**src/rtl/dmem_port_arbiter.sv**
```systemverilog
// dmem_port_arbiter
//   Shares the single data_memory port between the processor core and the
//   debug/loader requester. One access is in flight at a time, sequenced as
//   IDLE (arbitrate + latch) -> ACCESS (drive memory) -> RESP (ack pulse).
//
// Parameters
//   RD_LAT : cycles m_re is held before read data is captured (1..15)
//   AW     : address width
//
// Ports
//   clock, reset         : rising-edge clock, synchronous active-low reset
//   c_req/c_we/c_addr/c_wdata/c_size : core request (held until c_ack)
//   c_ack, c_rdata       : core completion pulse and read data
//   d_req/d_we/d_addr/d_wdata/d_size : debug request (held until d_ack)
//   d_ack, d_rdata       : debug completion pulse and read data
//   m_addr/m_wdata/m_size/m_re/m_we  : data_memory request side
//   m_rdata              : data_memory read data
//   busy_out             : core stall (c_req && !c_ack), combinational
//   owner_out            : owner of current/most recent grant (0 core, 1 debug)
//
// Build option
//   DMEM_ARB_FIXED_PRIO_EN : when defined the core always wins ties
//                            (debug may starve); otherwise round-robin.
module dmem_port_arbiter #(
  parameter int RD_LAT = 1,
  parameter int AW     = 32
) (
  input  logic          clock,
  input  logic          reset,
  input  logic          c_req,
  input  logic          c_we,
  input  logic [AW-1:0] c_addr,
  input  logic [31:0]   c_wdata,
  input  logic [1:0]    c_size,
  output logic          c_ack,
  output logic [31:0]   c_rdata,
  input  logic          d_req,
  input  logic          d_we,
  input  logic [AW-1:0] d_addr,
  input  logic [31:0]   d_wdata,
  input  logic [1:0]    d_size,
  output logic          d_ack,
  output logic [31:0]   d_rdata,
  output logic [AW-1:0] m_addr,
  output logic [31:0]   m_wdata,
  output logic [1:0]    m_size,
  output logic          m_re,
  output logic          m_we,
  input  logic [31:0]   m_rdata,
  output logic          busy_out,
  output logic          owner_out
);

  localparam logic [3:0] LAT = 4'(RD_LAT);

  typedef enum logic [1:0] {
    S_IDLE,
    S_ACCESS,
    S_RESP
  } state_t;

  state_t          state_q, state_d;
  logic [3:0]      cnt_q, cnt_d;
  logic            owner_q, owner_d;
  logic [AW-1:0]   m_addr_q, m_addr_d;
  logic [31:0]     m_wdata_q, m_wdata_d;
  logic [1:0]      m_size_q, m_size_d;
  logic            m_re_q, m_re_d;
  logic            m_we_q, m_we_d;
  logic            c_ack_q, c_ack_d;
  logic            d_ack_q, d_ack_d;
  logic [31:0]     c_rdata_q, c_rdata_d;
  logic [31:0]     d_rdata_q, d_rdata_d;
  logic            grant_dbg;
  logic            sel_we;

  // Winner when at least one request is present: 1 selects debug.
  always_comb begin
`ifdef DMEM_ARB_FIXED_PRIO_EN
    grant_dbg = ~c_req;
`else
    if (c_req && d_req) grant_dbg = ~owner_q;
    else                grant_dbg = ~c_req;
`endif
  end

  assign sel_we = grant_dbg ? d_we : c_we;

  always_comb begin
    state_d   = state_q;
    cnt_d     = cnt_q;
    owner_d   = owner_q;
    m_addr_d  = m_addr_q;
    m_wdata_d = m_wdata_q;
    m_size_d  = m_size_q;
    m_re_d    = 1'b0;
    m_we_d    = 1'b0;
    c_ack_d   = 1'b0;
    d_ack_d   = 1'b0;
    c_rdata_d = '0;
    d_rdata_d = '0;
    case (state_q)
      S_IDLE: begin
        if (c_req || d_req) begin
          owner_d   = grant_dbg;
          m_addr_d  = grant_dbg ? d_addr  : c_addr;
          m_wdata_d = grant_dbg ? d_wdata : c_wdata;
          m_size_d  = grant_dbg ? d_size  : c_size;
          m_re_d    = ~sel_we;
          m_we_d    = sel_we;
          cnt_d     = sel_we ? 4'd1 : LAT;
          state_d   = S_ACCESS;
        end
      end
      S_ACCESS: begin
        if (cnt_q <= 4'd1) begin
          // Last ACCESS edge: capture read data straight into the owner's
          // response register so it appears together with the ack.
          cnt_d   = '0;
          state_d = S_RESP;
          if (owner_q) begin
            d_ack_d   = 1'b1;
            d_rdata_d = m_we_q ? '0 : m_rdata;
          end else begin
            c_ack_d   = 1'b1;
            c_rdata_d = m_we_q ? '0 : m_rdata;
          end
        end else begin
          cnt_d  = cnt_q - 4'd1;
          m_re_d = m_re_q;
        end
      end
      S_RESP: begin
        state_d = S_IDLE;
      end
      default: begin
        state_d = S_IDLE;
      end
    endcase
  end

  always_ff @(posedge clock) begin
    if (!reset) begin
      state_q   <= S_IDLE;
      cnt_q     <= '0;
      owner_q   <= 1'b1;
      m_addr_q  <= '0;
      m_wdata_q <= '0;
      m_size_q  <= '0;
      m_re_q    <= 1'b0;
      m_we_q    <= 1'b0;
      c_ack_q   <= 1'b0;
      d_ack_q   <= 1'b0;
      c_rdata_q <= '0;
      d_rdata_q <= '0;
    end else begin
      state_q   <= state_d;
      cnt_q     <= cnt_d;
      owner_q   <= owner_d;
      m_addr_q  <= m_addr_d;
      m_wdata_q <= m_wdata_d;
      m_size_q  <= m_size_d;
      m_re_q    <= m_re_d;
      m_we_q    <= m_we_d;
      c_ack_q   <= c_ack_d;
      d_ack_q   <= d_ack_d;
      c_rdata_q <= c_rdata_d;
      d_rdata_q <= d_rdata_d;
    end
  end

  assign c_ack     = c_ack_q;
  assign d_ack     = d_ack_q;
  assign c_rdata   = c_rdata_q;
  assign d_rdata   = d_rdata_q;
  assign m_addr    = m_addr_q;
  assign m_wdata   = m_wdata_q;
  assign m_size    = m_size_q;
  assign m_re      = m_re_q;
  assign m_we      = m_we_q;
  assign owner_out = owner_q;
  assign busy_out  = c_req & ~c_ack_q;

endmodule

```
**config.mk**
```make
export PLATFORM = sky130hd
export DESIGN_NAME = dmem_port_arbiter
export DESIGN_NICKNAME = d
export VERILOG_FILES = /design/src/rtl/dmem_port_arbiter.sv
export SDC_FILE = /design/constraint.sdc
export NUM_CORES = 1
export LEC_CHECK = 0
export CAP_MARGIN = 20
export CORE_MARGIN = 5
export CORE_UTILIZATION = 39
export CTS_CLUSTER_DIAMETER = 40
export CTS_CLUSTER_SIZE = 30
export DETAILED_ROUTE_END_ITERATION = 6
export PLACE_DENSITY = 0.8
export SYNTH_ARGS = -nofsm -noshare
export SYNTH_HDL_FRONTEND = slang
export SYNTH_SLANG_ARGS = --single-unit
```
**constraint.sdc**
```tcl
create_clock -name clock -period 2.4 [get_ports clock]
set_clock_uncertainty 0.2 [all_clocks]
set_input_delay 0.6 -clock clock [delete_from_list [all_inputs] [get_ports clock]]
set_output_delay 0.6 -clock clock [all_outputs]
set_load 0.03 [all_outputs]
```
# Word-level counts from Yosys, hierarchy flattened
# Cells that the tools add are included.
# word_totals
n_memories	0
romBits	0
out_inout_bits	136
ram_bits	0
elab_cells	53
latchBits	0
reg_bits	141
in_bits	170
# classes
n_mux	17
n_lt_le_gt_ge	1
multipliers	0
n_div	0
n_reduce_logical	11
eq_ne	3
n_shift	0
n_addsub	1
bitwise	8
# ops
operator	count
2-to-1 mux 32 bit	3
2-to-1 mux 4 bit	2
case mux 4 bit (2 select lines)	1
inverter 1 bit	7
2-to-1 mux 1 bit	6
2-to-1 mux 2 bit	3
AND reduction 2 bit	3
AND reduction 3 bit	2
<= comparator 4 x 1 -> 1 bit (second input constant)	1
inequality test 2 bit (second input constant)	2
case mux 2 bit (2 select lines)	1
AND reduction 4 bit	1
OR reduction 4 bit	1
subtractor 4 x 1 -> 4 bit (second input constant)	1
equality test 2 x 1 -> 1 bit (second input constant)	1
zero test 2 bit	1
case mux 1 bit (2 select lines)	1
nonzero test 2 bit	1
AND 1 bit	1
logical AND 1 bit	1
logical OR 1 bit	1

# Depth between registers and ports, before layout
# logic_depth
depth_word	6
mapped_depth	7
depth_no_buf	5

# Worst setup path before layout
# No wires, ideal clock.
# synth_path
kind	in2out
startpoint	in c_req
endpoint	out busy_out
required_time_ps	1600
arrival_ps	1544
cell_stages	5
path_buffers	3
slack_ps	56
path_cell_list	buf_2 inv_2 buf_2 clkbuf_1 nor2_1
# synth_via
elab_chain_len	1
# synth_lines
item	line	source
start, declared	30	input logic c_req,
AND 1 bit	182	assign busy_out = c_req & ~c_ack_q;
end, declared	50	output logic busy_out,
# No other way between the ends.

# Worst setup path after layout
# layout_path
startpoint	reg m_re_q (netlist: m_re)
endpoint	out m_re
# layout_lines
item	line	source
start, declared	68	logic m_re_q, m_re_d;
start signal, assigned	163	m_re_q <= m_re_d;
end, declared	47	output logic m_re,
# No word-level cell between the ends.

==> run_results.csv <==
group,metric,value,unit
floorplanning,start_util,39.5,%
clock_tree,htree_levels,4,
clock_tree,cts_sinks,141,
worst_setup_path,path_delay_family,"buffers and inverters",
place,dpl-instance-area,9040,um2
worst_setup_path,required,1.60,ns
layout,area_delta_synth_final,67.8,%
power,irDropWorstVdd,0.449,mV
sta,tightest_slew,0.655,ns
worst_setup_path,cp_num_buf_inv,1,
worst_setup_path,critPathArrivalTime,1.50,ns
synth,synthArstFlopShare,0,%
power,total_power,7320,uW
synth,synth-main-ff-cell,"dfxtp_1",
grt,grt_overflow,0,
power,p_leak,0.00349,uW
flow_run,max-cap-violations,0,
drt,vias,5744,
layout,drive_gt1_share,12.7,%
drt,first_pass_iters,4,
drt,wl_per_cell,18.5,um
drt,drtIter0Drc,248,
grt,grt_use_total,22.1,%
layout,mostFrequentLayoutCells,"clkdlybuf4s50_1, dfxtp_1, o21ai_0, a21oi_1, nand3_1",
layout,num_antenna_cells,0,
power,power.density,763,nW/um2
synth,synth_edf_count,0,
layout,final_area,9590,um2
sta,max_clock_freq,435,MHz
clock_tree,path_clk_slew,0.06,ns
worst_setup_path,rrSetupSlack,0.39,ns
layout,final_core_util,66.3,%
drt,routed_via_density,5.38,
drt,drc,0,
grt,grt_max_degree,39,
worst_setup_path,crit_type,"reg2out",
sta,setup_viol,0,
worst_setup_path,cp_slowest_cell,"clkdlybuf4s50_1",
worst_setup_path,start_kind,"flop",
worst_setup_path,critPathCaptureType,"output pin",
status,outcome,"finished clean",
sta,rsz0062_at_grt,"false",
worst_setup_path,cp_cell_sequence,"clkdlybuf4s50_1",
sta,finalSetupTns,0,ns
worst_setup_path,max_stage_delay,0.72,ns
floorplanning,ios,306,
sta,timing.final.crit_share,95.8,%
floorplanning,die_w,131,um
worst_setup_path,worst-path-max-fanout,2,
clock_tree,numCtsBuffers,17,
synth,yosysSeqAreaShare,49.4,%
layout,num-fill-cells,1164,
synth,synth-seq-cells,141,
synth,synth_nets,757,
sta,period_needed,2.30,ns
floorplanning,dieArea,17200,um2
clock_tree,clk_latency,0.41,ns
floorplanning,core_area,14500,um2
drt,ant_nets,0,
floorplanning,rows,44,
place,pre_cts_ws,0.0430,ns
sta,maxSlewViolCount,0,
layout,final_common_cell,"clkdlybuf4s50_1",
grt,grt_pass1_wl,29400,um
clock_tree,postCtsHoldBufs,0,
floorplanning,die_h,131,um
clock_tree,cts_root_buf,"clkbuf_16",
synth,syn-mean-instance-area,9.77,um2
sta,fin_ws,0.100,ns
grt,first_global_vias,5514,
grt,antenna_found_initial,0,
drt,routed_wl,19800,um
synth,synth.distinct_cells,44,
synth,syn_inst,585,
clock_tree,clockBufferDepth,2,
sta,hold_viol_final,0,
place,gp_congestion,0.822,
clock_tree,cts_tree,"done",
synth,ys_warn_count,0,
place,portBuffers,305,
worst_hold_path,min_path_type,"reg2reg",
sta,slew_headroom,56.2,%
synth,syn_area,5720,um2
layout,nNetsFinal,1043,
place,hpwlAfterDp,14400,um
-- metal layers --
layer	track usage [%]	vias up	part of all wire (%)
li1	-	2731	-
met1	25.3	2658	36
met2	36.5	307	48
met3	8.59	48	11
met4	10.3	0	3.9
met5	0	-	0
-- state kept, by name (all words and copies together), names as in the netlist --
signal and count:
c_ack 1, state_q 2, d_rdata 32, m_size 2, cnt_q 4, d_ack 1
m_addr 32, m_we 1, c_rdata 32, m_wdata 32, owner_out 1, m_re 1
-- synth_stat cells (all sizes together), types with 2 or more instances --
cell | n | area, um2
nand2b | 4 | 25.0
inv | 4 | 15.0
ha | 2 | 25.0
o32ai | 2 | 17.5
o211ai | 2 | 15.0
nor2b | 3 | 21.3
nor4 | 2 | 27.5
and2 | 64 | 403
a21oi | 68 | 340
o21ai | 68 | 340
dfxtp | 141 | 2820
nand3 | 67 | 335
nor3 | 2 | 10.0
nor2 | 4 | 17.5
buf | 21 | 141
clkbuf | 45 | 176
nand2 | 3 | 11.3
or2 | 2 | 12.5
a311oi | 66 | 828
-- logic make-up (layout without fill, tap and decap cells) --
group,count (synthesis),after routing,synth area share (%)
AO/OA/AOI/OAI,213,213,28.0
adder cells (fa/ha/maj),2,2,0.438
buffers and inverters,71,370,5.89
flip-flops,141,141,49.4
AND/OR/NAND/NOR,158,158,16.3
-- path summary, 6_finish.rpt --
check / to / from / cells past startpoint
max reg2reg: d_rdata[14] / cnt_q[0] / 6
min reg2reg: cnt_q[2] / cnt_q[2] / 2
min: cnt_q[2] / cnt_q[2] / 2
max: m_re / m_re / 1
-- per-stage QoR --
| step | hold WS, ns | cells |
|---|---|---|
| 2_1_floorplan | 0.254 | 585 |
| 3_3_place_gp | 0.278 | 1036 |
| 3_5_place_dp | 0.289 | 1036 |
| 4_1_cts | 0.296 | 1068 |
| 5_1_grt | 0.321 | 1068 |
| 6_report | 0.296 | 1068 |
-- timing repair --
action                                  in CTS  in global routing
gates resized for setup                      0                  1
buffers inserted                             0                  0
endpoints found under the setup margin       0                  1
-- report_power, final --
part           leakage [uW]  internal (uW)  switching [uW]  total (uW)
Sequential          0.00116           2570             126        2700
Combinational       0.00207           1010            1180        2180
Clock              0.000265           1350            1080        2440
-- final cells by class --
cell class | count | area (um2) | share of cell area [%]
clock inverters | 15 | 129 | 1.34
inverters | 5 | 18.8 | 0.196
multi-input cells | 373 | 2570 | 26.8
well taps | 184 | 230 | 2.40
flip-flops and latches | 141 | 2820 | 29.4
clock buffers | 17 | 425 | 4.43
repair buffers | 333 | 3400 | 35.4
(Power assumes the default switching activity.)
